$ cat config.mk
export PLATFORM = sky130hd
export DESIGN_NAME = mbist_fsm_mc_flat
export DESIGN_NICKNAME = d
export VERILOG_FILES = /design/src/rtl/mbist_fsm_mc_pkg.sv /design/src/rtl/mbist_fsm_mc_if.sv /design/src/rtl/mbist_fsm_mc_err_log.sv /design/src/rtl/mbist_fsm_mc.sv /design/src/flat_wrapper.sv
export SDC_FILE = /design/constraint.sdc
export NUM_CORES = 1
export LEC_CHECK = 0
export ABC_AREA = 1
export BUFFER_PORTS_ARGS = -buffer_cell sky130_fd_sc_hd__buf_2
export CAP_MARGIN = 20
export CORE_MARGIN = 2
export CORE_UTILIZATION = 46
export DETAILED_ROUTE_END_ITERATION = 8
export PLACE_DENSITY = 0.71
export SYNTH_ARGS = -nofsm -noshare
export SYNTH_HDL_FRONTEND = slang
export SYNTH_SLANG_ARGS = --single-unit
$ cat constraint.sdc
create_clock -name clk -period 1.2 [get_ports clk]
set_input_delay 0.06 -clock clk [delete_from_list [all_inputs] [get_ports clk]]
set_output_delay 0.06 -clock clk [all_outputs]
set_load 0.02 [all_outputs]
$ cat src/rtl/mbist_fsm_mc_pkg.sv
// Shared types and limits for the multi-channel MBIST controller.
// Strobe rule for the shared generators lives here as a helper.
package mbist_pkg;

   localparam int NUM_CH_MAX = 16;
   localparam int RD_LAT_MAX = 15;

   typedef enum logic [2:0] {
      ST_IDLE,
      ST_CMD,
      ST_WAIT,
      ST_CMP,
      ST_NEXT_CH,
      ST_EXIT
   } mbist_fsm_mc_st_t;

   typedef struct packed {
      logic op;
      logic addr;
      logic sti;
      logic pat;
   } run_t;

   // All four end flags set means the final operation: nothing advances.
   function automatic run_t next_run(
      input logic lo,
      input logic la,
      input logic ls,
      input logic lp,
      input logic rev
   );
      run_t r;
      r = '0;
      if (!(lo & la & ls & lp)) begin
         r.op   = 1'b1;
         r.addr = lo & ~(la & rev);
         r.sti  = la & lo;
         r.pat  = la & lo & ls;
      end
      return r;
   endfunction

endpackage

$ cat src/rtl/mbist_fsm_mc_if.sv
// Control bundle between the MBIST FSM and the register block,
// generators and comparator.
interface mbist_fsm_mc_if #(
   parameter int NUM_CH     = 4,
   parameter int ERR_CNT_WD = 8
);
   localparam int CH_W = NUM_CH > 1 ? $clog2(NUM_CH) : 1;

   logic                  bist_run;
   logic                  bist_error;
   logic                  op_reverse;
   logic                  last_op;
   logic                  last_addr;
   logic                  last_sti;
   logic                  last_pat;
   logic                  cmd_phase;
   logic                  cmp_phase;
   logic                  run_op;
   logic                  run_addr;
   logic                  run_sti;
   logic                  run_pat;
   logic                  run_chan;
   logic [CH_W-1:0]       mem_sel;
   logic                  bist_done;
   logic [NUM_CH-1:0]     bist_fail;
   logic [ERR_CNT_WD-1:0] err_cnt;

   modport master (
      input  bist_run, bist_error, op_reverse,
      input  last_op, last_addr, last_sti, last_pat,
      output cmd_phase, cmp_phase,
      output run_op, run_addr, run_sti, run_pat, run_chan,
      output mem_sel, bist_done, bist_fail, err_cnt
   );

   modport slave (
      output bist_run, bist_error, op_reverse,
      output last_op, last_addr, last_sti, last_pat,
      input  cmd_phase, cmp_phase,
      input  run_op, run_addr, run_sti, run_pat, run_chan,
      input  mem_sel, bist_done, bist_fail, err_cnt
   );

endinterface

$ cat src/rtl/mbist_fsm_mc_err_log.sv
// Per-channel fail flags and error counter; sat=1 holds the count
// at all-ones instead of wrapping.
module mbist_err_log #(
   parameter int NUM_CH     = 4,
   parameter int ERR_CNT_WD = 8,
   parameter int CH_W       = NUM_CH > 1 ? $clog2(NUM_CH) : 1
) (
   input  logic                  clk,
   input  logic                  rst,
   input  logic                  clr,
   input  logic                  log_en,
   input  logic                  sat,
   input  logic [CH_W-1:0]       mem_sel,
   output logic [NUM_CH-1:0]     bist_fail,
   output logic [ERR_CNT_WD-1:0] err_cnt
);

   always_ff @(posedge clk) begin
      if (rst || clr) begin
         bist_fail <= '0;
         err_cnt   <= '0;
      end else if (log_en) begin
         bist_fail <= bist_fail | (NUM_CH'(1) << mem_sel);
         if (!(sat && (&err_cnt)))
            err_cnt <= err_cnt + 1'b1;
      end
   end

endmodule

$ cat src/rtl/mbist_fsm_mc.sv
// Multi-channel MBIST main FSM: CMD / WAIT / CMP per operation, channels in turn.
// MBIST_CONT_ON_ERR_EN: an error skips to the next channel instead of exiting.
module mbist_fsm_mc
   import mbist_pkg::*;
#(
   parameter int NUM_CH     = 4,
   parameter int RD_LAT     = 1,
   parameter int ERR_CNT_WD = 8
) (
   input logic          clk,
   input logic          rst,
   mbist_fsm_mc_if.master bus
);

   localparam int CH_W  = NUM_CH > 1 ? $clog2(NUM_CH) : 1;
   localparam int CNT_W = RD_LAT > 0 ? $clog2(RD_LAT + 1) : 1;
   localparam logic [CH_W-1:0] LAST_CH = CH_W'(NUM_CH - 1);

   mbist_fsm_mc_st_t st;
   logic [CNT_W-1:0] wait_cnt;
   logic             cmd_q;
   logic             cmp_q;
   logic             chan_q;
   logic             done_q;
   logic [CH_W-1:0]  sel_q;
   run_t             run_q;
   run_t             nxt_run;
   logic             all_last;
   logic             log_en;
   logic             clr;

   assign all_last = bus.last_op & bus.last_addr
                   & bus.last_sti & bus.last_pat;
   assign nxt_run  = next_run(bus.last_op, bus.last_addr,
                              bus.last_sti, bus.last_pat,
                              bus.op_reverse);
   assign log_en   = bus.bist_run & bus.bist_error & (st == ST_CMP);
   assign clr      = bus.bist_run & (st == ST_IDLE);

   always_ff @(posedge clk) begin
      if (rst) begin
         st       <= ST_IDLE;
         wait_cnt <= '0;
         cmd_q    <= 1'b0;
         cmp_q    <= 1'b0;
         run_q    <= '0;
         chan_q   <= 1'b0;
         done_q   <= 1'b0;
         sel_q    <= '0;
      end else begin
         cmd_q  <= 1'b0;
         cmp_q  <= 1'b0;
         run_q  <= '0;
         chan_q <= 1'b0;
         if (!bus.bist_run) begin
            st    <= ST_IDLE;
            sel_q <= '0;
         end else begin
            unique case (st)
               ST_IDLE: begin
                  done_q <= 1'b0;
                  sel_q  <= '0;
                  st     <= ST_CMD;
                  cmd_q  <= 1'b1;
               end
               ST_CMD: begin
                  if (RD_LAT == 0) begin
                     st    <= ST_CMP;
                     cmp_q <= 1'b1;
                     run_q <= nxt_run;
                  end else begin
                     st       <= ST_WAIT;
                     wait_cnt <= CNT_W'(RD_LAT - 1);
                  end
               end
               ST_WAIT: begin
                  if (wait_cnt == '0) begin
                     st    <= ST_CMP;
                     cmp_q <= 1'b1;
                     run_q <= nxt_run;
                  end else begin
                     wait_cnt <= wait_cnt - 1'b1;
                  end
               end
               ST_CMP: begin
                  if (bus.bist_error) begin
`ifdef MBIST_CONT_ON_ERR_EN
                     st     <= ST_NEXT_CH;
                     chan_q <= 1'b1;
`else
                     st     <= ST_EXIT;
                     done_q <= 1'b1;
`endif
                  end else if (all_last) begin
                     st     <= ST_NEXT_CH;
                     chan_q <= 1'b1;
                  end else begin
                     st    <= ST_CMD;
                     cmd_q <= 1'b1;
                  end
               end
               ST_NEXT_CH: begin
                  if (sel_q == LAST_CH) begin
                     st     <= ST_EXIT;
                     done_q <= 1'b1;
                  end else begin
                     sel_q <= sel_q + 1'b1;
                     st    <= ST_CMD;
                     cmd_q <= 1'b1;
                  end
               end
               ST_EXIT: done_q <= 1'b1;
               default: st <= ST_IDLE;
            endcase
         end
      end
   end

   mbist_err_log #(
      .NUM_CH     (NUM_CH),
      .ERR_CNT_WD (ERR_CNT_WD),
      .CH_W       (CH_W)
   ) u_err_log (
      .clk       (clk),
      .rst       (rst),
      .clr       (clr),
      .log_en    (log_en),
      .sat       (1'b1),
      .mem_sel   (sel_q),
      .bist_fail (bus.bist_fail),
      .err_cnt   (bus.err_cnt)
   );

   assign bus.cmd_phase = cmd_q;
   assign bus.cmp_phase = cmp_q;
   assign bus.run_op    = run_q.op;
   assign bus.run_addr  = run_q.addr;
   assign bus.run_sti   = run_q.sti;
   assign bus.run_pat   = run_q.pat;
   assign bus.run_chan  = chan_q;
   assign bus.mem_sel   = sel_q;
   assign bus.bist_done = done_q;

endmodule
$ cat src/flat_wrapper.sv
// flat-port wrapper written by rule: the top's interface ports become plain ports
module mbist_fsm_mc_flat import mbist_pkg::*;
#(
   parameter int NUM_CH     = 4,
   parameter int RD_LAT     = 1,
   parameter int ERR_CNT_WD = 8
)
  (clk, rst, bus_bist_run, bus_bist_error, bus_op_reverse, bus_last_op, bus_last_addr, bus_last_sti, bus_last_pat, bus_cmd_phase, bus_cmp_phase, bus_run_op, bus_run_addr, bus_run_sti, bus_run_pat, bus_run_chan, bus_mem_sel, bus_bist_done, bus_bist_fail, bus_err_cnt);
  mbist_fsm_mc_if #(.NUM_CH(NUM_CH), .ERR_CNT_WD(ERR_CNT_WD)) bus_i ();
  input logic clk;
  input logic rst;
  input wire logic [$bits(bus_i.bist_run)-1:0] bus_bist_run;
  input wire logic [$bits(bus_i.bist_error)-1:0] bus_bist_error;
  input wire logic [$bits(bus_i.op_reverse)-1:0] bus_op_reverse;
  input wire logic [$bits(bus_i.last_op)-1:0] bus_last_op;
  input wire logic [$bits(bus_i.last_addr)-1:0] bus_last_addr;
  input wire logic [$bits(bus_i.last_sti)-1:0] bus_last_sti;
  input wire logic [$bits(bus_i.last_pat)-1:0] bus_last_pat;
  output wire logic [$bits(bus_i.cmd_phase)-1:0] bus_cmd_phase;
  output wire logic [$bits(bus_i.cmp_phase)-1:0] bus_cmp_phase;
  output wire logic [$bits(bus_i.run_op)-1:0] bus_run_op;
  output wire logic [$bits(bus_i.run_addr)-1:0] bus_run_addr;
  output wire logic [$bits(bus_i.run_sti)-1:0] bus_run_sti;
  output wire logic [$bits(bus_i.run_pat)-1:0] bus_run_pat;
  output wire logic [$bits(bus_i.run_chan)-1:0] bus_run_chan;
  output wire logic [$bits(bus_i.mem_sel)-1:0] bus_mem_sel;
  output wire logic [$bits(bus_i.bist_done)-1:0] bus_bist_done;
  output wire logic [$bits(bus_i.bist_fail)-1:0] bus_bist_fail;
  output wire logic [$bits(bus_i.err_cnt)-1:0] bus_err_cnt;
  assign bus_i.bist_run = bus_bist_run;
  assign bus_i.bist_error = bus_bist_error;
  assign bus_i.op_reverse = bus_op_reverse;
  assign bus_i.last_op = bus_last_op;
  assign bus_i.last_addr = bus_last_addr;
  assign bus_i.last_sti = bus_last_sti;
  assign bus_i.last_pat = bus_last_pat;
  assign bus_cmd_phase = bus_i.cmd_phase;
  assign bus_cmp_phase = bus_i.cmp_phase;
  assign bus_run_op = bus_i.run_op;
  assign bus_run_addr = bus_i.run_addr;
  assign bus_run_sti = bus_i.run_sti;
  assign bus_run_pat = bus_i.run_pat;
  assign bus_run_chan = bus_i.run_chan;
  assign bus_mem_sel = bus_i.mem_sel;
  assign bus_bist_done = bus_i.bist_done;
  assign bus_bist_fail = bus_i.bist_fail;
  assign bus_err_cnt = bus_i.err_cnt;
  mbist_fsm_mc #(.NUM_CH(NUM_CH), .RD_LAT(RD_LAT), .ERR_CNT_WD(ERR_CNT_WD)) u_core (.clk(clk), .rst(rst), .bus(bus_i));
endmodule
==> flow_summary.toml, run 1 <==
[route]
vias = 1186
routed_wl_um = 2850
drt_iter0_markers = 17
dr.pass1.iters = 4
viasPerCell = 4.86
ant_nets = 0
routedWlPerCell_um = 11.7
remaining_drc_errors = 0

[clock_tree]
cts.sinks = 25
cts_tree = "done"
cts_made_buffers = 3
cts-root-buf = "clkbuf_4"
clockBufferDepth = 2
clkTransAtPathRegs_ps = 130
clkLatencyLatePin_ps = 320
htreeDepth = 1

[floorplan]
fp.dieW_um = 54.9
row_count = 18
start_util_pct = 48.5
boundaryPins = 31
die_h_um = 54.9
dieArea_um2 = 3010
core-area_um2 = 2450

[pwr]
power_density_nw_per_um2 = 796
switching_share_pct = 24.3
ir_drop_uv = 983
power.total_w = 0.00133
leakage_nw = 0.763
pwr-share-seq_pct = 62.7
power.switching_w = 0.000324
p_comb_share_pct = 9.0
p_clk_share_pct = 28.3
intPower_w = 0.00101

[timing]
tightest_slew_ps = 227
final.period_utilization_pct = 97.1
hold-worst-slack_ps = 15.3
period_minus_slack_ps = 1170
max_freq_ghz = 0.858
finalHoldViolations = 0
finClkSkew_ps = 2.00
rsz0062_at_grt = "yes"
finalSetupViolCount = 0
slew_headroom_pct = 84.8
finalMaxSlewViolations = 0

[synthesis]
synth.avg_cell_area_um2 = 7.54
synth_top_area_share_pct = 42.0
synth_seq_cells = 25
syn_nets = 172
synthTopCellsByArea = "dfxtp_1 (42%), nand2_1 (10%), inv_1 (6.6%)"
synth-warning-count = 0
synth_cell_types = 24
synth-seq-area-share_pct = 42.0
synthCells = 158
syn-cell-area_um2 = 1190
yosys.area.top_type = "dfxtp_1"

[worst_setup_path]
crit_type = "flop to flop"
cp_max_fo = 7
end_kind = "flop"
arrival_ps = 1400
reg2reg_from = "u_core.u_err_log.err_cnt[1]"
startpoint = "u_core.u_err_log.err_cnt[1]"
reg2reg_depth = 8
start_kind = "flop"
cp.required_ps = 1430

[placement]
gp_congestion = 0.858
io_buffers = 30
dp_hpwl_um = 2120

[global_routing]
grt_start_max_net_pins = 14
grt_pass1_vias = 1023
grt_overflow = 0
grt_usage_pct = 20.5
grt_pass1_wl_um = 4340
antenna_found_initial = 0

[cells_and_area]
layout_common_cells = "nand2_1 (30), buf_2 (30), inv_1 (20), buf_4 (18), dfxtp_1 (15)"
diodes = 0
num-nets-final = 229
drive_above_1_share_pct = 44.9
fin_util_pct = 68.3
syn_to_final_growth_pct = 40.8

[worst_hold_path]
hp-start = "bus_bist_run"
hold_class = "primary input to flop"
hold_path_depth = 3

[flow_run]
cap_viol_max_count = 0

[outcome]
status = "complete, no violations"
[kinds of logic (layout without fill, tap and decap cells)]
| kind of cell | after synthesis | in the layout | share of synthesized area, % |
|---|---|---|---|
| AND/OR/NAND/NOR | 78 | 78 | 31.2 |
| XOR/XNOR | 3 | 3 | 2.21 |
| AO/OA/AOI/OAI | 22 | 22 | 10.7 |
| flip-flops | 25 | 25 | 42.0 |
| adder cells (fa/ha/maj) | 5 | 5 | 5.25 |
| buffers and inverters | 25 | 81 | 8.61 |
[through the flow]
step,instances,setup WS [ps],instance area [um2],TNS (ps)
2_1_floorplan,158,2.40,1210,0
3_3_place_gp,232,-0.104,1510,-0.104
3_5_place_dp,232,-25.0,1510,-60.3
4_1_cts,244,19.1,1620,0
5_1_grt,244,-42.2,1680,-94.2
6_report,244,34.6,1680,0
[worst max-delay path: stages (launching register included)]
cell      delay (ps)
dfxtp_4          380
ha_4             130
inv_2             40
nor2_4            90
nand2_2           80
nand2_4          110
clkinv_4         100
nor2_2           100
nor2_1            40
[timing repair]
| item | 4_1_cts | 5_1_grt |
|---|---|---|
| endpoints found under the setup margin | 8 | 18 |
| hold buffers | 4 | 0 |
| hold endpoints to repair | 3 | 0 |
| pin swaps | 6 | 10 |
| gates resized for setup | 5 | 25 |
| setup buffers | 4 | 0 |
[path summary, 6_finish.rpt]
kind,end,slack [ps]
worst max-delay path,u_core.u_err_log.err_cnt[0],30
worst min-delay path,u_core.st[1],20
worst max register to register,u_core.u_err_log.err_cnt[0],30
worst min register to register,u_core.u_err_log.bist_fail[1],450
[per-layer routing]
layer | wire (um) | global-route usage [%] | up-vias
met5 | 0 | 0 | -
met4 | 25 | 5.00 | 0
met3 | 137 | 5.74 | 4
met2 | 1470 | 35.3 | 30
met1 | 1210 | 24.8 | 536
li1 | - | - | 616
[Yosys cell counts (all sizes together)]
cell type,n
a211oi,1
a21oi,15
buf,1
clkinv,1
dfxtp,25
ha,5
inv,23
nand2,39
nand3,13
nand3b,1
nand4,2
nor2,21
nor3,2
o21ai,6
xnor2,1
xor2,2
[power groups by stage]
stage	sequential, W	combinational, W	clock [W]
floorplan	0.000867	0.0000492	0
global placement	0.000858	0.0000998	0
detailed placement	0.000859	0.000102	0
CTS	0.000841	0.000112	0.000392
global route	0.000838	0.000133	0.000427
finish	0.000837	0.000121	0.000378
[sequential cells by signal, indices dropped and copies added (netlist names)]
| register | count |
|---|---|
| u_core.bus.run_sti | 1 |
| u_core.bus.mem_sel | 2 |
| u_core.bus.cmp_phase | 1 |
| u_core.bus.run_addr | 1 |
| u_core.bus.run_pat | 1 |
| u_core.bus.run_op | 1 |
| u_core.u_err_log.bist_fail | 4 |
| u_core.bus.run_chan | 1 |
| u_core.bus.cmd_phase | 1 |
| u_core.st | 3 |
| u_core.u_err_log.err_cnt | 8 |
| u_core.bus.bist_done | 1 |
[cell type report]
type / count / area (um2)
inverter: 24 / 95.1
multi-input combinational: 108 / 658
clock buffer: 4 / 26.3
fill: 200 / 778
tap: 30 / 37.5
timing repair buffer: 53 / 337
sequential: 25 / 523
Power figures use the tool's default switching activity.
==> run 2: changes to the inputs <==
--- a/config.mk
+++ b/config.mk
@@ -8,10 +8,12 @@
 export ABC_AREA = 1
 export BUFFER_PORTS_ARGS = -buffer_cell sky130_fd_sc_hd__buf_2
 export CAP_MARGIN = 20
+export CELL_PAD_IN_SITES_DETAIL_PLACEMENT = 1
+export CELL_PAD_IN_SITES_GLOBAL_PLACEMENT = 2
 export CORE_MARGIN = 2
-export CORE_UTILIZATION = 46
+export CORE_UTILIZATION = 25
 export DETAILED_ROUTE_END_ITERATION = 8
-export PLACE_DENSITY = 0.71
+export PLACE_DENSITY = 0.69
 export SYNTH_ARGS = -nofsm -noshare
 export SYNTH_HDL_FRONTEND = slang
 export SYNTH_SLANG_ARGS = --single-unit
==> run 2 against run 1 <==
Effect of this change: die area rose by 77%; clock-buffer cell count fell by 1; critical path depth is 1 higher; sequential share of layout area fell by 2.0 points; clock skew rose by 6.8 ps; global-route usage fell by 7.2 points; flip-flop and latch count is the same; cell area increased by 6.7%; critical endpoint is now u_core.u_err_log.err_cnt[5]; hold slack gained 42 ps; worst setup slack lost 3.6 ps; via count up 0.25%; utilization down 30 points; critical path type unchanged.
==> flow_summary.toml, run 2 (same netlist as run 1, synthesis figures left out) <==
[outcome]
status = "complete, no violations"

[worst_setup_path]
cpMostUsedCell = "nand2_1"
cp_max_fo = 2
reg2reg_depth = 9
reg2reg_from = "u_core.u_err_log.err_cnt[0]"
regToRegEndpoint = "u_core.u_err_log.err_cnt[5]"
path_cells = "ha_4 > inv_2 > nor2_4 > nand2_4 > buf_6 > nand3_1 > nand2_1 > nand2_1 > nor2_1"
slowest_delay_ps = 370
arrival_ps = 1330
r2r_slack_ps = 30
start_kind = "flop"
cpMaxStageDelayCell = "dfxtp_4"
cp.required_ps = 1360
end_kind = "flop"
crit_type = "flop to flop"

[cells_and_area]
syn_to_final_growth_pct = 50.2
fin_area_um2 = 1790
top_regs = "u_core.u_err_log.err_cnt: 8 flops, u_core.u_err_log.bist_fail: 4 flops, u_core.st: 3 flops"
layout_common_cells = "nand2_1 (33), buf_2 (30), buf_4 (19), inv_1 (18), dfxtp_1 (16)"
final_common_cell = "nand2_1"
drive_above_1_share_pct = 46.5
diodes = 0
regMostFlops = "u_core.u_err_log.err_cnt"
fin_cells = 271
fill_cells = 583
largest_register_ffs = 8
fin_util_pct = 38.4
num-nets-final = 232

[clock_tree]
cts-root-buf = "clkbuf_8"
clockBufferDepth = 2
clkTransAtPathRegs_ps = 100
clkLatencyLatePin_ps = 270
cts.sinks = 25
cts_made_buffers = 3
htreeDepth = 1
cts_tree = "done"

[placement]
post-place-cells = 257
io_buffers = 30
dp_hpwl_um = 2490
gp_congestion = 0.839
dpl_cell_area_um2 = 1540

[timing]
finalHoldViolations = 0
finalSetupViolCount = 0
slew_headroom_pct = 82.0
max_freq_ghz = 0.855
finClkSkew_ps = 8.77
rsz0062_at_grt = "yes"
finalMaxSlewViolations = 0
hold-worst-slack_ps = 57.5
final.period_utilization_pct = 97.4
period_minus_slack_ps = 1170
tightest_slew_ps = 269

[pwr]
leakage_nw = 0.834
p_clk_share_pct = 35.0
intPower_w = 0.00112
pwr-share-seq_pct = 55.9
power.switching_w = 0.000368
ir_drop_uv = 385
power_density_nw_per_um2 = 834
p_comb_share_pct = 9.1
switching_share_pct = 24.7

[floorplan]
dieArea_um2 = 5330
row_count = 25
die_h_um = 73.0
boundaryPins = 31
core-area_um2 = 4660
start_util_pct = 25.6
fp.dieW_um = 73.0

[route]
ant_nets = 0
dr.pass1.iters = 3
drt_iter0_markers = 57
remaining_drc_errors = 0
routedWlPerCell_um = 12.2
viasPerCell = 4.39
vias = 1189
routed_wl_um = 3300

[worst_hold_path]
hp-start = "bus_last_op"
worst_hold_path.endpoint = "u_core.bus.run_addr"
hold_path_depth = 3
hold_class = "primary input to flop"

[flow_run]
cap_viol_max_count = 0

[global_routing]
grt_usage_pct = 13.3
antenna_found_initial = 0
grt_overflow = 0
grt_pass1_wl_um = 5560
grt_pass1_vias = 1195
grt_start_max_net_pins = 16
run 2: final cells by class:
type	count	area, um2	area share [%]
flip-flops and latches	25	522	29.2
repair buffers	56	368	20.6
well taps	54	67.6	3.78
clock inverters	1	6.26	0.350
multi-input cells	108	682	38.1
inverters	24	103	5.73
clock buffers	3	41.3	2.31
run 2: worst max-delay path by stage:
stage	slack (ps)	to	from	cells after the start
3_3_place_gp	20	u_core.u_err_log.err_cnt[1]	u_core.u_err_log.err_cnt[1]	8
5_1_grt	-50	u_core.u_err_log.err_cnt[5]	u_core.u_err_log.err_cnt[0]	9
4_1_cts	-8	u_core.u_err_log.err_cnt[0]	u_core.u_err_log.err_cnt[1]	8
2_1_floorplan	2	u_core.u_err_log.err_cnt[0]	u_core.u_err_log.err_cnt[7]	7
6_report	30	u_core.u_err_log.err_cnt[5]	u_core.u_err_log.err_cnt[0]	9
3_5_place_dp	-40	u_core.u_err_log.err_cnt[0]	u_core.u_err_log.err_cnt[1]	8
run 2: metal layers:
metal  track usage (%)  up-vias  part of all wire (%)
met5                 0        -                     0
met4              4.32        0                  0.76
met3              2.07        2                   1.8
met2              22.0       10                    52
met1              17.5      561                    45
li1                  -      616                     -
run 2: power by group through the flow:
| stage | registers, W | logic (W) | clock network (W) |
|---|---|---|---|
| after global routing | 0.000835 | 0.000152 | 0.000594 |
| after global placement | 0.000856 | 0.000111 | 0 |
| after detailed placement | 0.000856 | 0.000112 | 0 |
| final | 0.000834 | 0.000136 | 0.000522 |
| after CTS | 0.000837 | 0.000121 | 0.000556 |
| after floorplan | 0.000867 | 0.0000492 | 0 |
run 2: timing repair:
| action | 4_1_cts | 5_1_grt |
|---|---|---|
| pin swaps | 6 | 10 |
| resized for setup | 5 | 35 |
| setup endpoints to repair | 7 | 18 |
| hold endpoints to repair | 2 | 0 |
| hold buffers | 3 | 0 |
| buffers inserted | 3 | 4 |
run 2: stage by stage:
step                      worst slack [ps]  TNS (ps)  total power [W]
final                                 30.9         0          0.00149
after global routing                 -51.4      -267          0.00158
after CTS                            -7.59     -10.1          0.00151
after detailed placement             -39.1      -125         0.000968
after global placement                24.7         0         0.000967
after floorplan                       2.40         0         0.000916
run 2: critical path, delay by kind of cell, from the launching register on:
| kind | cells | cell delay, ps |
|---|---|---|
| adder cells (fa/ha/maj) | 1 | 140 |
| buffers and inverters | 2 | 160 |
| flip-flops | 1 | 370 |
| AND/OR/NAND/NOR | 6 | 380 |
==> run 3: changes to the inputs <==
--- a/config.mk
+++ b/config.mk
@@ -10,6 +10,7 @@
 export CAP_MARGIN = 20
 export CELL_PAD_IN_SITES_DETAIL_PLACEMENT = 1
 export CELL_PAD_IN_SITES_GLOBAL_PLACEMENT = 2
+export CORE_ASPECT_RATIO = 2
 export CORE_MARGIN = 2
 export CORE_UTILIZATION = 25
 export DETAILED_ROUTE_END_ITERATION = 8
==> run 3 against run 2 <==
Effect of this change: maximum frequency shrank 1.4%; wire length up 11%; global-route usage up 1.5 points; die area rose by 0.63%; critical path type unchanged; largest cell class unchanged; highest routed layer unchanged.
==> flow_summary.toml, run 3 (same netlist as run 1, synthesis figures left out) <==
[outcome]
status = "complete, no violations"

[route]
viasPerCell = 4.53
dr.pass1.iters = 4
routed_wl_um = 3660
drt_iter0_markers = 10
vias = 1227
routedWlPerCell_um = 13.5
ant_nets = 0
remaining_drc_errors = 0

[timing]
finClkSkew_ps = 6.40
tightest_slew_ps = 266
finalHoldViolations = 0
finalSetupViolCount = 0
slew_headroom_pct = 82.1
final.period_utilization_pct = 98.8
max_freq_ghz = 0.843
finalMaxSlewViolations = 0
fin_ws_ps = 14.0
period_minus_slack_ps = 1190
rsz0062_at_grt = "yes"

[placement]
gp_congestion = 0.795
post-place-cells = 260
dp_slack_ps = -58.2
io_buffers = 30
dp_hpwl_um = 2900

[cells_and_area]
regMostFlops = "u_core.u_err_log.err_cnt"
top_regs = "u_core.u_err_log.err_cnt: 8 flops, u_core.u_err_log.bist_fail: 4 flops, u_core.st: 3 flops"
final_common_cell = "nand2_1"
syn_to_final_growth_pct = 52.2
diodes = 0
seq_area_um2 = 524
num-nets-final = 231
layout_common_cells = "nand2_1 (33), buf_2 (30), inv_1 (20), buf_4 (20), dfxtp_1 (14)"
largest_register_ffs = 8
fin_cells = 271
drive_above_1_share_pct = 47.7
fill_cells = 598
multi_input_area_um2 = 706

[global_routing]
grt_overflow = 0
grt_start_max_net_pins = 15
grt_pass1_vias = 1362
grt_pass1_wl_um = 5890
antenna_found_initial = 0
grt_usage_pct = 14.8

[pwr]
intPower_w = 0.00111
power_density_nw_per_um2 = 809
pwr-share-seq_pct = 57.0
p_comb_share_pct = 8.6
ir_drop_uv = 621
leakage_nw = 0.836
switching_share_pct = 24.1
p_clk_share_pct = 34.4
power.switching_w = 0.000353

[worst_setup_path]
arrival_ps = 1390
cp_max_fo = 4
end_kind = "flop"
crit_type = "flop to flop"
cp.required_ps = 1410
start_kind = "flop"

[floorplan]
row_count = 35
start_util_pct = 25.9
dieArea_um2 = 5370
die_h_um = 102
fp.dieW_um = 52.8
core-area_um2 = 4600
boundaryPins = 31

[clock_tree]
cts_made_buffers = 3
htreeDepth = 1
cts-root-buf = "clkbuf_8"
clockBufferDepth = 2
cts.sinks = 25
clkLatencyLatePin_ps = 270
cts_tree = "done"
clkTransAtPathRegs_ps = 90

[flow_run]
cap_viol_max_count = 0

[worst_hold_path]
hold_class = "primary input to flop"
==> run 3: power by group through the flow <==
stage | clock (W) | sequential, W | combinational, W
after global placement | 0 | 0.000858 | 0.000110
final | 0.000504 | 0.000836 | 0.000127
after floorplan | 0 | 0.000867 | 0.0000492
after detailed placement | 0 | 0.000858 | 0.000112
after global routing | 0.000567 | 0.000837 | 0.000142
after CTS | 0.000539 | 0.000837 | 0.000118
==> run 3: path summary, 6_finish.rpt <==
| check | from | endpoint | slack (ps) | depth (start not counted) |
|---|---|---|---|---|
| max | u_core.u_err_log.err_cnt[2] | u_core.u_err_log.err_cnt[3] | 10 | 5 |
| max reg2reg | u_core.u_err_log.err_cnt[2] | u_core.u_err_log.err_cnt[3] | 10 | 5 |
| min reg2reg | u_core.u_err_log.bist_fail[2] | u_core.u_err_log.bist_fail[2] | 450 | 2 |
| min | bus_last_sti | u_core.bus.run_pat | 8 | 3 |
==> run 3: critical path: stages, from the launching register on <==
cell	delay (ps)
dfxtp_4	390
buf_12	110
nand3_1	140
xnor2_1	280
nand2_4	70
a21oi_2	120
==> run 3: layout make-up <==
type                            instances  area share, %
Multi-Input combinational cell        108           38.9
Sequential cell                        25           28.9
Timing Repair Buffer                   55           20.0
Inverter                               24           5.80
Tap cell                               55           3.80
Clock buffer                            3           2.28
Clock inverter                          1          0.276
==> run 3: timing repair <==
item,CTS,global route
pin swaps,9,16
hold endpoints to repair,1,0
setup endpoints to repair,7,20
resized for setup,9,34
setup buffers,3,2
hold buffers,2,0
==> run 3: per-layer routing <==
metal / global-route usage [%] / up-vias / wire length [um] / share of wire (%)
li1: - / 611 / - / -
met1: 13.2 / 587 / 1200 / 33
met2: 31.6 / 25 / 2320 / 63
met3: 1.33 / 4 / 102 / 2.8
met4: 4.73 / 0 / 36 / 0.98
met5: 0 / - / 0 / 0
==> run 3: through the flow <==
stage	TNS, ps	utilization (%)	hold WS, ps	cell area [um2]	total power, W
3_3_place_gp	0	33.9	240	1560	0.000968
2_1_floorplan	0	-	147	1210	0.000916
5_1_grt	-534	39.4	24.5	1810	0.00155
6_report	0	39.4	7.74	1810	0.00147
3_5_place_dp	-156	33.9	243	1560	0.000970
4_1_cts	-78.4	36.6	4.91	1680	0.00149
